File: config.mk
export PLATFORM = sky130hd
export DESIGN_NAME = instruction_fetch
export DESIGN_NICKNAME = d
export VERILOG_FILES = /design/src/rtl/instruction_fetch_pkg.sv /design/src/rtl/instruction_fetch_watchdog.sv /design/src/rtl/instruction_fetch.sv
export SDC_FILE = /design/constraint.sdc
export NUM_CORES = 1
export LEC_CHECK = 0
export CAP_MARGIN = 20
export CORE_MARGIN = 5
export CORE_UTILIZATION = 40
export CTS_CLUSTER_SIZE = 25
export DETAILED_ROUTE_END_ITERATION = 16
export GPL_TIMING_DRIVEN = 0
export PLACE_DENSITY = 0.82
export SYNTH_ARGS = -nofsm -noshare
export SYNTH_HDL_FRONTEND = slang
export SYNTH_SLANG_ARGS = --single-unit
export TNS_END_PERCENT = 5
File: constraint.sdc
create_clock -name i_Clk -period 1.95 [get_ports i_Clk]
set_clock_uncertainty 0.1 [all_clocks]
set_input_delay 0.39 -clock i_Clk [delete_from_list [all_inputs] [get_ports i_Clk]]
set_output_delay 0.39 -clock i_Clk [all_outputs]
set_load 0.05 [all_outputs]
File: src/rtl/instruction_fetch_pkg.sv
// Shared definitions for the instruction fetch unit: datapath width, PC
// increment, FSM state encodings and an alignment helper.
package instruction_fetch_pkg;

  localparam int unsigned XLEN = 32;
  localparam logic [XLEN-1:0] PC_INC = 32'd4;

  typedef enum logic [1:0] {
    FETCH_IDLE = 2'd0,
    FETCH_REQ  = 2'd1,
    FETCH_ERR  = 2'd2
  } fetch_state_t;

  function automatic logic is_word_aligned(input logic [XLEN-1:0] addr);
    return (addr[1:0] == 2'b00);
  endfunction

endpackage

File: src/rtl/instruction_fetch_watchdog.sv
// Fetch watchdog: counts REQ cycles without an ack and flags expiry on the
// TIMEOUT_CYCLES-th such cycle. Only built when FETCH_TIMEOUT_EN is defined.
// Ports:
//   i_Clk, i_Rst  clock, synchronous active-high reset
//   i_Active      fetch FSM is in REQ
//   i_Ack         memory ack this cycle
//   o_Expired     combinational: this is the last permitted REQ cycle, no ack
`ifdef FETCH_TIMEOUT_EN
module instruction_fetch_watchdog #(
  parameter int unsigned TIMEOUT_CYCLES = 16
) (
  input  logic i_Clk,
  input  logic i_Rst,
  input  logic i_Active,
  input  logic i_Ack,
  output logic o_Expired
);

  localparam int unsigned CW = $clog2(TIMEOUT_CYCLES) + 1;
  localparam logic [CW-1:0] LOAD_VAL = CW'(TIMEOUT_CYCLES - 1);

  logic [CW-1:0] r_Count;

  // Down-counter reloads whenever outside REQ (so it is fresh on entry)
  // and on every ack; terminal count at zero.
  always_ff @(posedge i_Clk) begin
    if (i_Rst || !i_Active || i_Ack) begin
      r_Count <= LOAD_VAL;
    end else if (r_Count != '0) begin
      r_Count <= r_Count - 1'b1;
    end
  end

  assign o_Expired = i_Active && !i_Ack && (r_Count == '0);

endmodule
`endif

File: src/rtl/instruction_fetch.sv
// Instruction fetch initiator. Owns the PC, issues word reads on the memory
// bus and bypasses returned words to the instruction register in the ack
// cycle. Handles branch/jump redirects, including redirects that arrive
// while a read is outstanding (the in-flight word is killed).
// Optional feature macro: FETCH_TIMEOUT_EN enables a bus watchdog that
// abandons a request after TIMEOUT_CYCLES unacknowledged REQ cycles.
// Ports:
//   i_Clk, i_Rst               clock, synchronous active-high reset
//   i_FetchReq                 control unit wants the next instruction
//   i_Redirect, i_RedirectPC   one-cycle redirect pulse and target
//   o_MemReq, o_MemAddr        read request / address (held until ack)
//   i_MemAck, i_MemData        read data valid / data
//   o_IrWr, o_IrData           instruction-register write strobe / data
//   o_PC                       current/next fetch address
//   o_Busy                     request in progress
//   o_FetchErr                 sticky misalignment / bus timeout error
//
// State table:
//   FETCH_IDLE | no request outstanding, waiting for i_FetchReq
//   FETCH_REQ  | o_MemReq high at r_PC, waiting for i_MemAck
//   FETCH_ERR  | faulted; only an aligned redirect or reset leaves
module instruction_fetch
  import instruction_fetch_pkg::*;
#(
  parameter logic [31:0] RESET_PC       = 32'h0000_0000,
  parameter int unsigned TIMEOUT_CYCLES = 16
) (
  input  logic            i_Clk,
  input  logic            i_Rst,
  input  logic            i_FetchReq,
  input  logic            i_Redirect,
  input  logic [XLEN-1:0] i_RedirectPC,
  output logic            o_MemReq,
  output logic [XLEN-1:0] o_MemAddr,
  input  logic            i_MemAck,
  input  logic [XLEN-1:0] i_MemData,
  output logic            o_IrWr,
  output logic [XLEN-1:0] o_IrData,
  output logic [XLEN-1:0] o_PC,
  output logic            o_Busy,
  output logic            o_FetchErr
);

  fetch_state_t    r_State, w_NextState;
  logic [XLEN-1:0] r_PC, w_NextPC;
  logic [XLEN-1:0] r_PendPC, w_NextPend;
  logic            r_Kill, w_NextKill;
  logic            r_FetchErr, w_NextErr;
  logic            w_IrWr;
  logic            w_Discard;
  logic [XLEN-1:0] w_Target;
  logic            w_Timeout;

`ifdef FETCH_TIMEOUT_EN
  instruction_fetch_watchdog #(
    .TIMEOUT_CYCLES(TIMEOUT_CYCLES)
  ) u_watchdog (
    .i_Clk    (i_Clk),
    .i_Rst    (i_Rst),
    .i_Active (r_State == FETCH_REQ),
    .i_Ack    (i_MemAck),
    .o_Expired(w_Timeout)
  );
`else
  logic w_unused_cfg;
  assign w_unused_cfg = (TIMEOUT_CYCLES == 0);
  assign w_Timeout    = 1'b0;
`endif

  always_ff @(posedge i_Clk) begin
    if (i_Rst) begin
      r_State    <= FETCH_IDLE;
      r_PC       <= RESET_PC;
      r_PendPC   <= RESET_PC;
      r_Kill     <= 1'b0;
      r_FetchErr <= 1'b0;
    end else begin
      r_State    <= w_NextState;
      r_PC       <= w_NextPC;
      r_PendPC   <= w_NextPend;
      r_Kill     <= w_NextKill;
      r_FetchErr <= w_NextErr;
    end
  end

  // A fresh redirect in the ack cycle overrides any earlier pending one.
  always_comb begin
    w_Discard = 1'b0;
    w_Target  = r_PendPC;
    if (i_Redirect) begin
      w_Discard = 1'b1;
      w_Target  = i_RedirectPC;
    end else if (r_Kill) begin
      w_Discard = 1'b1;
    end
  end

  always_comb begin
    w_NextState = r_State;
    w_NextPC    = r_PC;
    w_NextPend  = r_PendPC;
    w_NextKill  = r_Kill;
    w_NextErr   = r_FetchErr;
    w_IrWr      = 1'b0;
    case (r_State)
      FETCH_IDLE: begin
        if (i_Redirect) begin
          w_NextPC = i_RedirectPC;
          if (!is_word_aligned(i_RedirectPC)) begin
            w_NextState = FETCH_ERR;
            w_NextErr   = 1'b1;
          end else if (i_FetchReq) begin
            w_NextState = FETCH_REQ;
          end
        end else if (i_FetchReq) begin
          w_NextState = FETCH_REQ;
        end
      end
      FETCH_REQ: begin
        if (i_MemAck) begin
          w_NextKill = 1'b0;
          if (w_Discard) begin
            w_NextPC = w_Target;
            if (!is_word_aligned(w_Target)) begin
              w_NextState = FETCH_ERR;
              w_NextErr   = 1'b1;
            end else begin
              w_NextState = i_FetchReq ? FETCH_REQ : FETCH_IDLE;
            end
          end else begin
            w_IrWr      = 1'b1;
            w_NextPC    = r_PC + PC_INC;
            w_NextState = i_FetchReq ? FETCH_REQ : FETCH_IDLE;
          end
        end else if (w_Timeout) begin
          w_NextState = FETCH_ERR;
          w_NextErr   = 1'b1;
          w_NextKill  = 1'b0;
        end else if (i_Redirect) begin
          // Address must stay stable until the outstanding read completes.
          w_NextKill = 1'b1;
          w_NextPend = i_RedirectPC;
        end
      end
      FETCH_ERR: begin
        if (i_Redirect) begin
          w_NextPC = i_RedirectPC;
          if (is_word_aligned(i_RedirectPC)) begin
            w_NextErr   = 1'b0;
            w_NextState = FETCH_IDLE;
          end
        end
      end
      default: w_NextState = FETCH_IDLE;
    endcase
  end

  assign o_MemReq   = (r_State == FETCH_REQ);
  assign o_MemAddr  = r_PC;
  assign o_IrWr     = w_IrWr;
  assign o_IrData   = i_MemData;
  assign o_PC       = r_PC;
  assign o_Busy     = (r_State == FETCH_REQ);
  assign o_FetchErr = r_FetchErr;

endmodule
* After elaboration in Yosys (flattened, before gate mapping) *
Cells that the tools add are included.

cells by class
  multiplexer cells = 30
  bitwise gates (word level) = 1
  eq/ne operators = 10
  add/subtract/negate cells = 1
  reductions and logical operators = 12

operators with widths
  kind                                                  count
  2-to-1 mux 32 bit                                     4
  one-hot mux 32 bit (2 select lines)                   1
  adder 32 x 3 -> 32 bit (second input constant)        1
  2-to-1 mux 2 bit                                      8
  2-to-1 mux 1 bit                                      15
  != test 2 bit (second input constant)                 6
  AND reduction 8 bit                                   1
  logical NOT 2 bit                                     3
  one-hot mux 2 bit (3 select lines)                    1
  AND reduction 3 bit                                   2
  != test 2 x 1 -> 1 bit (second input constant)        2
  AND reduction 2 bit                                   2
  nonzero test 2 bit                                    2
  one-hot mux 1 bit (3 select lines)                    1
  nonzero test 3 bit                                    1
  equality test 2 x 1 -> 1 bit (second input constant)  1
  equality test 2 bit (second input constant)           1
  OR reduction 2 bit                                    1
  inverter 1 bit                                        1

word-level totals
  register bits = 68
  input port bits = 69
  output and inout bits = 100
  word-level logic and storage cells = 59

* Longest topological paths before layout *
  word-level depth = 6
  mapped depth = 8
  gate-level depth less buffers = 6

* Worst setup path after synthesis *
OpenSTA, ideal clock, no wires.

  kind = reg-to-reg
  start point = reg r_PC[4], in the netlist o_MemAddr[4]
  end point = reg r_PC[30], in the netlist o_MemAddr[30]
  slack = -0.622 ns
  stages on the path, launching flop included = 6
  clock period less this slack = 2.572 ns
  data required time = 1.728 ns
  library setup time = 0.122 ns
  data arrival time = 2.351 ns
  path buffers = 0
  cell sequence = dfxtp_1 and4_4 nand4_4 or4_4 or4_1 o311a_1

on the way
  cells in the longest elaborated chain, start to end = 4

RTL lines
  what                                 line                      RTL
  start: declaration                   instruction_fetch.sv:45   logic [XLEN-1:0] r_PC, w_NextPC;
  start signal: assignment             instruction_fetch.sv:79   r_PC <= w_NextPC;
  adder 32 x 3 -> 32 bit               instruction_fetch.sv:132  w_NextPC = r_PC + PC_INC;
  2-to-1 mux 32 bit                    instruction_fetch.sv:122  if (w_Discard) begin
  2-to-1 mux 32 bit                    instruction_fetch.sv:120  if (i_MemAck) begin
  one-hot mux 32 bit (2 select lines)  instruction_fetch.sv:105  case (r_State)

No other way between the ends. The select of a mux whose other input is x is not followed.
A chain may end at the register's enable or synchronous reset.

* Worst setup path after layout *
  start point = reg r_State[1]
  end point = reg r_PC[30], in the netlist o_MemAddr[30]

on the way
  cells in the longest elaborated chain, start to end = 4
  elaborated cells between the ends (all ways) = 9
  classes of those cells = eq/ne: 4; mux: 1; reduce/logical: 4

RTL lines
  what                                                                    line                      RTL
  start: declaration                                                      instruction_fetch.sv:44   fetch_state_t r_State, w_NextState;
  start signal: assignment                                                instruction_fetch.sv:78   r_State <= w_NextState;
  equality test 2 bit or logical NOT 2 bit (tied branches)                instruction_fetch.sv:105
  OR reduction 2 bit (no line)                                            --
  != test 2 x 1 -> 1 bit (no line) or nonzero test 2 bit (tied branches)  --
  AND reduction 3 bit (no line)                                           --

Parallel ways exist; a longest one is shown, timed or not.

==> metrics.txt <==
vias in the first global route 4,947; clock buffer depth 2; post-synthesis sequential area ratio 32.3%; Layout area overhead 47.6%; die height ~110 um; Synth Register Bits 68; RSZ-0062 raised after global routing yes; f_max between 0.4 and 0.5 GHz; Critical Path Start Type flop; ratio of cells with drive above 1 in the final layout 28.7%; CP Capture Type flop; syn nets roughly 650; Critical Path, Cell by Cell nand3b_1, and2_4, or4_4, or4_1, o311a_1; crit-path leading delay family simple AND/OR/NAND/NOR gates; IO buf count about 140; peak fanout along the critical path 4; number of distinct library cells after synthesis 53; Die X between 100 and 150 um; CTS clock-pin slew for the worst setup and hold paths 0.07 ns; die area between 10,000 and 15,000 um^2; initial antenna violation count 0; Post-synth EDFFs 0; Clock Latency Late Sink approximately 0.35 ns; Detail Placement HPWL about 12,000 um; Num CTS Buffers 9; post-route ant nets 0; Post-Route WL between 15,000 and 20,000 um; Worst Path Buf+Inv 0; FF-to-FF End o_MemAddr[30]; hold endpoint r_Kill; Vias 5,113; total number of yosys warnings 0; GRT Residual Overflow 0; most common cell after layout, fill and taps aside buf_4; H-tree levels 3; largest net degree at the start of global routing 12; worst flop-to-flop path startpoint r_State[1]; Crit path largest cell delay roughly 0.56 ns; slew at the pin closest to its max-slew limit around 0.76 ns; worst hold path class input port to flop; Pleak around 2.5 nW; vias per inst 5.76; fillcell total roughly 960; final net count 817; FF/Latch Area between 1000 and 1500 um^2; RePlAce Congestion approximately 0.95; fin crit share 111%; io pins ~170; syn avg cell area slightly above 7 um^2; final hold violation count 0; # clock sinks 68; Crit Path Category flop to flop; # setup viols final 4; DRC violations left 0; R2R depth 5; CTS tree done; Worst VDD drop 0.327 mV; WP data arrival 2.29 ns; slew margin rel. just under 50%; worst setup slack after layout -0.207 ns; slowest CP cell or4_4; row cnt 37; cell area after synthesis 4210 um^2; Worst Hold Depth 2; hold path startpoint i_MemAck; CTS Root Cell clkbuf_8; reg2reg setup slack -0.21 ns; all-layer global routing usage a little over a quarter; routed len/inst between 15 and 20 um; Slew Limit Fails 0; fin crit period roughly 2.2 ns; Critical Path RT 2.09 ns; first-pass GRT wire length between 20,000 and 30,000 um; Hold WS about 0.32 ns; Mapped Cells 579; ant diodes 0; total core area ~10,000 um^2; Initial Util roughly 40%; Primary FF master, synth dfxtp_1; failing checks setup timing; Cell Pwr Density about 670 nW/um^2; DP Worst Slack -1.50 ns; DR pass1 iterations 5; Multi-input gate area 2270 um^2; max_cap viols 0; Synth async-reset ratio 0%; highest-count cells in the layout ignoring fill and taps buf_4, nand2_1, a21oi_1; status finished, violations left; Hold Buf Count CTS 0; Iteration-0 DRC Markers 572
[metal layers]
layer	up-vias	track usage [%]	share of wire, %	wire [um]
met5	-	0	0	0
met4	0	10.7	3.6	636
li1	2336	-	-	-
met3	66	5.98	11	1990
met1	2367	33.4	39	6850
met2	344	43.0	46	8000
[where the power goes]
part	internal [mW]	leakage, nW	switching (mW)
logic	0.537	1.84	0.959
clock network	0.530	0.0905	0.538
registers	1.46	0.570	0.113
total	2.53	2.50	1.61
[cell usage after synthesis, drive strengths merged, types with 2 or more instances]
master	n	area, um^2
nor2	23	86.3
or3	9	56.3
clkbuf	34	129
o32ai	3	26.3
a311oi	5	43.8
o221ai	2	17.5
nor3	11	55.1
a21oi	74	370
xnor2	3	26.3
o21a	2	15.0
nor3b	3	22.5
o2111ai	2	17.5
a2111oi	2	17.5
o21ai	24	120
o31ai	2	15.0
nor2b	3	18.8
a211oi	9	67.6
a21o	2	15.0
nand3	22	110
a221oi	9	78.8
mux2i	6	60.1
nand2b	8	50.1
o311ai	3	26.3
inv	13	48.8
buf	68	507
and2	2	12.5
o211ai	11	82.6
nor4	7	43.8
nand4	7	58.8
and3	7	43.8
and4	2	20.0
a31oi	3	18.8
nand2	113	424
dfxtp	68	1360
or2	4	25.0
or4	2	18.8
[per-stage QoR]
stage	cell area, um^2	instances	utilization (%)	TNS (ns)	total power, mW
after floorplan	4290	579	-	-0.664	2.54
after global placement	5820	851	56.7	-53.23	3.06
after detailed placement	5820	851	56.7	-57.41	3.08
after CTS	6040	872	58.7	-0.970	4.09
after global routing	6210	888	60.4	-1.52	4.26
final	6210	888	60.4	-0.563	4.14
[area by class of cell]
cell class                      count  area share [%]
Multi-Input combinational cell    396            36.6
Sequential cell                    68            23.2
Timing Repair Buffer              159            22.7
Buffer                            100            11.1
Tap cell                          136            2.74
Clock buffer                       14            2.62
Inverter                           13           0.826
Clock inverter                      2           0.161
[how the worst max path moves through the flow]
stage	startpoint	endpoint	depth (start not counted)
global route	r_State[0]	o_IrWr	6
CTS	o_MemAddr[4]	o_MemAddr[30]	5
floorplan	o_MemAddr[4]	o_MemAddr[30]	5
detailed placement	i_Redirect	o_IrWr	7
global placement	i_Redirect	o_IrWr	7
finish	r_State[1]	o_MemAddr[30]	5
[timing repair]
action,in CTS,in global routing
endpoints found under the setup margin,133,66
pin swaps,3,8
endpoints found under the hold margin,0,0
resized for setup,130,48
buffers inserted,5,18
[cell families (layout without fill, tap and decap cells)]
logic type,count (synthesis),in the layout,share of synthesized area (%)
AOI/OAI and AO/OA,160,160,23.6
DFF,68,68,32.3
muxes,6,6,1.43
and+or+nand+nor,225,225,25.2
buffers and inverters,115,288,16.3
adders and majority gates,1,1,0.297
xor gates and xnor gates,4,4,0.832
[sequential cells by signal, indices dropped and copies added, names as in the netlist]
register	cells
r_PendPC	32
o_FetchErr	1
o_MemAddr	32
r_State	2
r_Kill	1
Note: power is estimated with default switching activity, not from simulation.
